$ cat src/rtl/pipe_fill_sequencer_pkg.sv
// pipe_fill_sequencer_pkg: shared state encodings and width helper for the fill sequencer
package pipe_fill_sequencer_pkg;
  typedef enum logic [1:0] {ST_FILL = 2'd0, ST_RUN = 2'd1, ST_DRAIN = 2'd2} state_t;
  function automatic int clog2(input int v);
    int r = 0;
    while ((1 << r) < v) r++;
    return r;
  endfunction
endpackage

$ cat src/rtl/pipe_fill_sequencer_sat_counter.sv
// sat_counter: saturating up-counter with sync clear; dff: single-bit state cell
module sat_counter #(
  parameter int W   = 3,
  parameter int MAX = 4
) (
  input  logic         clk,
  input  logic         rst,
  input  logic         clr,
  input  logic         en,
  output logic [W-1:0] cnt
);
  always_ff @(posedge clk or negedge rst)
    if (!rst) cnt <= '0;
    else cnt <= clr ? '0 : (en && cnt != W'(MAX)) ? cnt + W'(1) : cnt;
endmodule

module dff (
  input  logic clk,
  input  logic rst,
  input  logic d,
  output logic q
);
  always_ff @(posedge clk or negedge rst)
    if (!rst) q <= 1'b0;
    else q <= d;
endmodule

$ cat src/rtl/pipe_fill_sequencer.sv
// pipe_fill_sequencer: pipeline fill/run/drain sequencer qualifying valid and done after reset or flush
module pipe_fill_sequencer
  import pipe_fill_sequencer_pkg::*;
#(
  parameter int FILL_CYCLES  = 4,
  parameter int VALID_AT     = 3,
  parameter int DRAIN_CYCLES = 2,
  localparam int CNT_W       = clog2(FILL_CYCLES + 1)
) (
  input  logic                   clk,
  input  logic                   rst,
  input  logic                   stall,
  input  logic                   flush,
  output logic [CNT_W-1:0]       cnt,
  output logic                   first,
  output logic                   valid,
  output logic                   done,
  output logic                   draining,
  output logic [FILL_CYCLES-1:0] stage_valid
);
  localparam int DW = clog2(DRAIN_CYCLES + 1);
  state_t state, state_nxt;
  logic [1:0] state_q, state_d;
  logic [DW-1:0] drain_cnt;
  logic fill_step, drain_end, live;
  always_comb begin
    fill_step = state == ST_FILL && !stall && !flush;
    drain_end = state == ST_DRAIN && !stall && !flush && drain_cnt == '0;
    state_nxt = flush ? ST_DRAIN :
                (fill_step && cnt == CNT_W'(FILL_CYCLES - 1)) ? ST_RUN :
                drain_end ? ST_FILL : state;
  end
  assign state_d = state_nxt;
  assign state   = state_t'(state_q);
  for (genvar i = 0; i < 2; i++) begin : g_st
    dff u_dff (.clk(clk), .rst(rst), .d(state_d[i]), .q(state_q[i]));
  end
  sat_counter #(.W(CNT_W), .MAX(FILL_CYCLES)) u_cnt (
    .clk(clk), .rst(rst), .clr(flush), .en(fill_step), .cnt(cnt)
  );
  // flush reloads the drain timer even mid-drain, restarting the drain window
  always_ff @(posedge clk or negedge rst)
    if (!rst) drain_cnt <= '0;
    else if (flush) drain_cnt <= DW'(DRAIN_CYCLES - 1);
    else if (state == ST_DRAIN && !stall && drain_cnt != '0) drain_cnt <= drain_cnt - DW'(1);
  assign live     = state != ST_DRAIN;
  assign first    = cnt == CNT_W'(1) && (state == ST_FILL || state == ST_RUN);
  assign valid    = live && cnt >= CNT_W'(VALID_AT);
  assign done     = state == ST_RUN;
  assign draining = state == ST_DRAIN;
  for (genvar i = 0; i < FILL_CYCLES; i++) begin : g_sv
    assign stage_valid[i] = live && cnt > CNT_W'(i);
  end
endmodule
$ cat config.mk
export PLATFORM = sky130hd
export DESIGN_NAME = pipe_fill_sequencer
export DESIGN_NICKNAME = d
export VERILOG_FILES = /design/src/rtl/pipe_fill_sequencer_pkg.sv /design/src/rtl/pipe_fill_sequencer_sat_counter.sv /design/src/rtl/pipe_fill_sequencer.sv
export SDC_FILE = /design/constraint.sdc
export NUM_CORES = 1
export LEC_CHECK = 0
export CORE_AREA = 3 3 40 42
export DETAILED_ROUTE_END_ITERATION = 10
export DIE_AREA = 0 0 43 45
export GPL_TIMING_DRIVEN = 0
export PLACE_DENSITY = 0.75
export SLEW_MARGIN = 10
export SYNTH_ARGS = -nofsm -noshare
export SYNTH_HDL_FRONTEND = slang
export SYNTH_SLANG_ARGS = --single-unit
$ cat constraint.sdc
create_clock -name clk -period 2.79 [get_ports clk]
set_input_delay 0.279 -clock clk [delete_from_list [all_inputs] [get_ports clk]]
set_output_delay 0.279 -clock clk [all_outputs]
set_load 0.02 [all_outputs]
==> flow_summary.toml, run 1 <==
[critical_path]
crit_fanout = 7
max_stage_delay_ns = 0.62
cp_slowest_cell = "clkdlybuf4s50_1"
cp.required_ns = 2.51
cp_common_cell = "ha_1"
crit_path_end_kind = "primary output"
r2r_slack_ns = 1.35
path_cells = "ha_1 > ha_1 > nor3_1 > clkdlybuf4s50_1"
crit_type = "flop to primary output"
critPathArrivalTime_ns = 1.94
cp-start-kind = "flop"

[die]
initial_core_util = 0.368
rows = 13
core-area_um2 = 1280
io_pins = 15
die_h_um = 45
die-area_um2 = 1940
die_w_um = 43

[synth]
syn_inst = 50
syn_nets = 60
synth-seq-cells = 7
yosysWarnings = 0
yosysSeqAreaShare = 0.370
synth.avg_cell_area_um2 = 9.46
syn-cell-area_um2 = 473
ys_types = 19

[sta]
setup_violations = 0
period_needed_ns = 2.22
hold_viol = 0
relSlewSlack = 0.789
rsz0062_at_grt = "no"
fmax_mhz = 450
fin_ws_ns = 0.570
worstMarginPinSlew_ns = 0.316
finClkSkew_ns = 0.0119
maxSlewViolCount = 0
tns_ns = 0
fin_crit_sh = 0.796

[cts]
cts_max_path_buffers = 2
cts_inserted_buffers = 3
htreeDepth = 1
cts-root-buf = "clkbuf_4"
cts_tree = "yes"
cts_sinks = 7
clkLatencyLatePin_ns = 0.26
clkTransAtPathRegs_ns = 0.06
cts_resized = 0
cts_hold_buf = 0
cts_setup_buffers = 0

[pwr]
power_density_nw_per_um2 = 420
power.switching_uw = 81.9
static-leakage-power_uw = 0.000290
p_int_uw = 195
ir_drop_uv = 344
netSwitchingFraction = 0.296
combinationalPowerShare = 0.227
pwr-share-seq = 0.430
clock_power_share = 0.343

[global_route]
grt_usage = 0.111
antenna_found_initial = 0
grt_max_degree = 9
grt_pass1_wl_mm = 1.59
grt_pass1_vias = 379
overflow = 0

[hold_path]
hp-class = "input port to async pin"

[placement]
place_congestion = 0.699
post-place-ws_ns = 0.839
dp.final_hpwl_um = 760
port_buffers = 14

[finish]
seqCellArea_um2 = 175
drive_gt1_frac = 0.103
n_fill_cell = 123
diodes = 0
nets = 79
multi_input_area_um2 = 272
syn_to_final_growth_pct = 39.4

[job]
max_cap_viol_count = 0

[routing]
wl_per_cell_um = 11.6
ant_nets = 0
via_count = 381
drc = 0
vias_per_cell = 4.59
routed_wl_um = 960
first_pass_iters = 4
first_iter_violations = 9

[status]
status = "complete, no violations"
Yosys cell counts, drive strengths merged:
| master | instances | share of area |
|---|---|---|
| nor2b | 1 | 0.013 |
| nor4b | 1 | 0.050 |
| mux2 | 1 | 0.024 |
| a21o | 1 | 0.016 |
| nand2 | 2 | 0.016 |
| ha | 6 | 0.16 |
| dfrtp | 7 | 0.37 |
| nor2 | 6 | 0.048 |
| a21oi | 6 | 0.063 |
| nand3 | 1 | 0.011 |
| inv | 6 | 0.048 |
| nor3 | 1 | 0.011 |
| clkbuf | 1 | 0.0079 |
| nand2b | 4 | 0.053 |
| a211oi | 1 | 0.016 |
| xnor2 | 1 | 0.019 |
| nor3b | 1 | 0.016 |
| mux2i | 2 | 0.042 |
| and2b | 1 | 0.019 |
worst max-delay path, delay by kind of cell (launching register included):
family                   cells  cell delay (ns)
buffers and inverters        1             0.62
AND/OR/NAND/NOR              1             0.18
flip-flops                   1             0.45
adder cells (fa/ha/maj)      2             0.44
power groups by stage:
stage                     sequential (uW)  clock (uW)  combinational, uW
after floorplan                       120           0               41.8
after global placement                120           0               62.0
after detailed placement              121           0               64.3
after CTS                             119        99.0               64.5
after global routing                  121         100               72.4
final                                 119        94.8               62.9
metrics by stage:
stage	hold slack, ns	power (uW)	instances	instance area [um^2]	utilization
after CTS	0.282	283	83	659	0.513
final	0.273	277	83	659	0.513
after detailed placement	0.519	185	79	632	0.492
after global placement	0.511	182	79	632	0.492
after floorplan	-0.0166	162	50	473	-
after global routing	0.288	294	83	659	0.513
state kept, by name (all words and copies together) (netlist names):
name and flops:
drain_cnt 2, g_st.u_dff.q 2, u_cnt.cnt 3
layer usage:
layer | share of wire | track usage | vias up | wire length (um)
li1 | - | - | 198 | -
met1 | 0.46 | 0.153 | 173 | 445
met2 | 0.48 | 0.156 | 8 | 465
met3 | 0.034 | 0.0120 | 2 | 33
met4 | 0.016 | 0.0904 | 0 | 15
met5 | 0 | 0 | - | 0
cell type report:
cell class                      instances  area share
Inverter                                6      0.0342
Clock inverter                          1     0.00759
Sequential cell                         7       0.266
Buffer                                  1     0.00569
Clock buffer                            3      0.0342
Tap cell                               15      0.0285
Multi-Input combinational cell         36       0.412
Timing Repair Buffer                   14       0.213
logic make-up after synthesis:
| family | Yosys count | share of synthesized area |
|---|---|---|
| buffers and inverters | 7 | 0.0555 |
| DFF | 7 | 0.370 |
| AOI/OAI and AO/OA | 8 | 0.0953 |
| muxes | 3 | 0.0661 |
| xor gates and xnor gates | 1 | 0.0185 |
| and+or+nand+nor | 18 | 0.235 |
| adders and majority gates | 6 | 0.159 |
cells in the final DEF, fill, tap and decap left out, drive strengths merged:
cell type      instances
clkdlybuf4s50         14
dfrtp                  7
inv                    6
a21oi                  6
nor2                   6
ha                     6
nand2b                 4
clkbuf                 4
nand2                  2
mux2i                  2
nor2b                  1
and2b                  1
nor3b                  1
nor3                   1
nand3                  1
a21o                   1
nor4b                  1
a211oi                 1
xnor2                  1
mux2                   1
clkinv                 1
final timing paths:
check / startpoint / endpoint / cells after the start
max in group asynchronous: rst / u_cnt.cnt[0] / 1
hold reg to reg: drain_cnt[0] / drain_cnt[0] / 2
min in group clk: drain_cnt[0] / drain_cnt[0] / 2
hold / removal: rst / g_st[0].u_dff.q / 1
setup / recovery: u_cnt.cnt[0] / stage_valid[3] / 4
setup reg to reg: u_cnt.cnt[1] / u_cnt.cnt[1] / 5
No activity file was read; power rests on OpenSTA's default activity.
==> inputs of run 2 (changes only) <==
Clock period 2.79 ns to 2.1 ns, I/O delays scaled along.
==> run 2 against run 1 <==
Sequential power grew 34%. Clock skew about the same. Count of clock-buffer cells in the layout unchanged. Final area rose by 0.57%. Largest cell class unchanged.
==> flow_summary.toml, run 2 (synthesized netlist as in run 1, its figures left out) <==
[status]
status = "complete, no violations"

[routing]
first_pass_iters = 4
vias_per_cell = 4.59
ant_nets = 0
wl_per_cell_um = 11.5
first_iter_violations = 7
drc = 0
via_count = 381
routed_wl_um = 954

[sta]
maxSlewViolCount = 0
hold_viol = 0
finClkSkew_ns = 0.0119
fmax_mhz = 496
setup_violations = 0
tns_ns = 0
relSlewSlack = 0.789
fin_crit_sh = 0.961
period_needed_ns = 2.02
worstMarginPinSlew_ns = 0.316
rsz0062_at_grt = "no"

[pwr]
combinationalPowerShare = 0.227
pwr-share-seq = 0.431
power_density_nw_per_um2 = 555
power_uw = 368
netSwitchingFraction = 0.295
p_int_uw = 259
ir_drop_uv = 456
power.switching_uw = 109
static-leakage-power_uw = 0.000336
clock_power_share = 0.342

[critical_path]
critPathArrivalTime_ns = 1.81
crit_path_end_kind = "primary output"
crit_fanout = 6
cp.required_ns = 1.89
rr_startpoint = "u_cnt.cnt[1]"
crit_path_start = "u_cnt.cnt[1]"
cp-start-kind = "flop"
crit_type = "flop to primary output"

[cts]
cts_max_path_buffers = 2
cts-root-buf = "clkbuf_4"
clkTransAtPathRegs_ns = 0.06
cts_tree = "yes"
cts_sinks = 7
cts_hold_buf = 0
clkLatencyLatePin_ns = 0.26
cts_inserted_buffers = 3
htreeDepth = 1

[die]
die_h_um = 45
rows = 13
core-area_um2 = 1280
io_pins = 15
initial_core_util = 0.368
die_w_um = 43
die-area_um2 = 1940

[finish]
diodes = 0
multi_input_area_um2 = 272
syn_to_final_growth_pct = 40.2
n_fill_cell = 120
nets = 79
largest_reg_flops = 3
top_regs = "u_cnt.cnt (3), drain_cnt (2), g_st.u_dff.q (2)"
drive_gt1_frac = 0.118
fin_area_um2 = 663
seqCellArea_um2 = 176
final_common_cell = "clkdlybuf4s50_1"
largest-register = "u_cnt.cnt"

[global_route]
grt_usage = 0.111
grt_max_degree = 9
overflow = 0
grt_pass1_wl_mm = 1.59
antenna_found_initial = 0
grt_pass1_vias = 379

[hold_path]
hp-class = "input port to async pin"

[placement]
place_congestion = 0.699
port_buffers = 14
place_area_um2 = 632
dp.final_hpwl_um = 760

[job]
max_cap_viol_count = 0
-- run 2: timing repair --
item / CTS / global route
buffers inserted: 0 / 0
pin swaps: 0 / 0
setup endpoints to repair: 2 / 3
gates resized for setup: 2 / 3
-- run 2: power groups by stage --
stage | Sequential, uW | Combinational [uW] | Clock [uW]
4_1_cts | 158 | 85.7 | 131
2_1_floorplan | 160 | 55.5 | 0
3_5_place_dp | 161 | 85.5 | 0
6_report | 159 | 83.4 | 126
3_3_place_gp | 160 | 82.4 | 0
5_1_grt | 161 | 96.3 | 133
-- run 2: worst max-delay path, cell delays in order, from the launching register on --
cell	delay, ns
dfrtp_1	0.43
inv_1	0.13
ha_1	0.16
nor3b_1	0.20
clkdlybuf4s50_1	0.64
-- run 2: final timing paths --
kind / to / slack (ns) / cells past startpoint
setup / recovery: first / 0.08 / 4
min in group clk: drain_cnt[0] / 0.53 / 2
setup reg to reg: u_cnt.cnt[1] / 0.66 / 5
max in group asynchronous: u_cnt.cnt[0] / 1.62 / 1
hold / removal: g_st[0].u_dff.q / 0.20 / 1
hold reg to reg: drain_cnt[0] / 0.53 / 2
-- run 2: per-stage QoR --
step	utilization	setup slack [ns]	std cells	hold WS, ns
after global placement	0.492	0.214	79	0.486
after CTS	0.511	0.0316	83	0.213
final	0.516	0.0823	83	0.204
after global routing	0.516	0.00148	83	0.219
after detailed placement	0.492	0.218	79	0.495
after floorplan	-	0.452	50	-0.0856
-- run 2: area by class of cell --
cell class	count	area share
timing repair buffer	14	0.215
clock inverter	1	0.00755
tap	15	0.0283
inverter	6	0.0340
multi-input combinational	36	0.409
buffer	1	0.00566
sequential	7	0.266
clock buffer	3	0.0340
-- run 2: per-layer routing --
layer	wire length [um]	GRT usage	vias up	share of wire
li1	-	-	198	-
met3	35	0.0120	2	0.037
met5	0	0	-	0
met4	15	0.0904	0	0.016
met1	437	0.153	173	0.46
met2	465	0.156	8	0.49
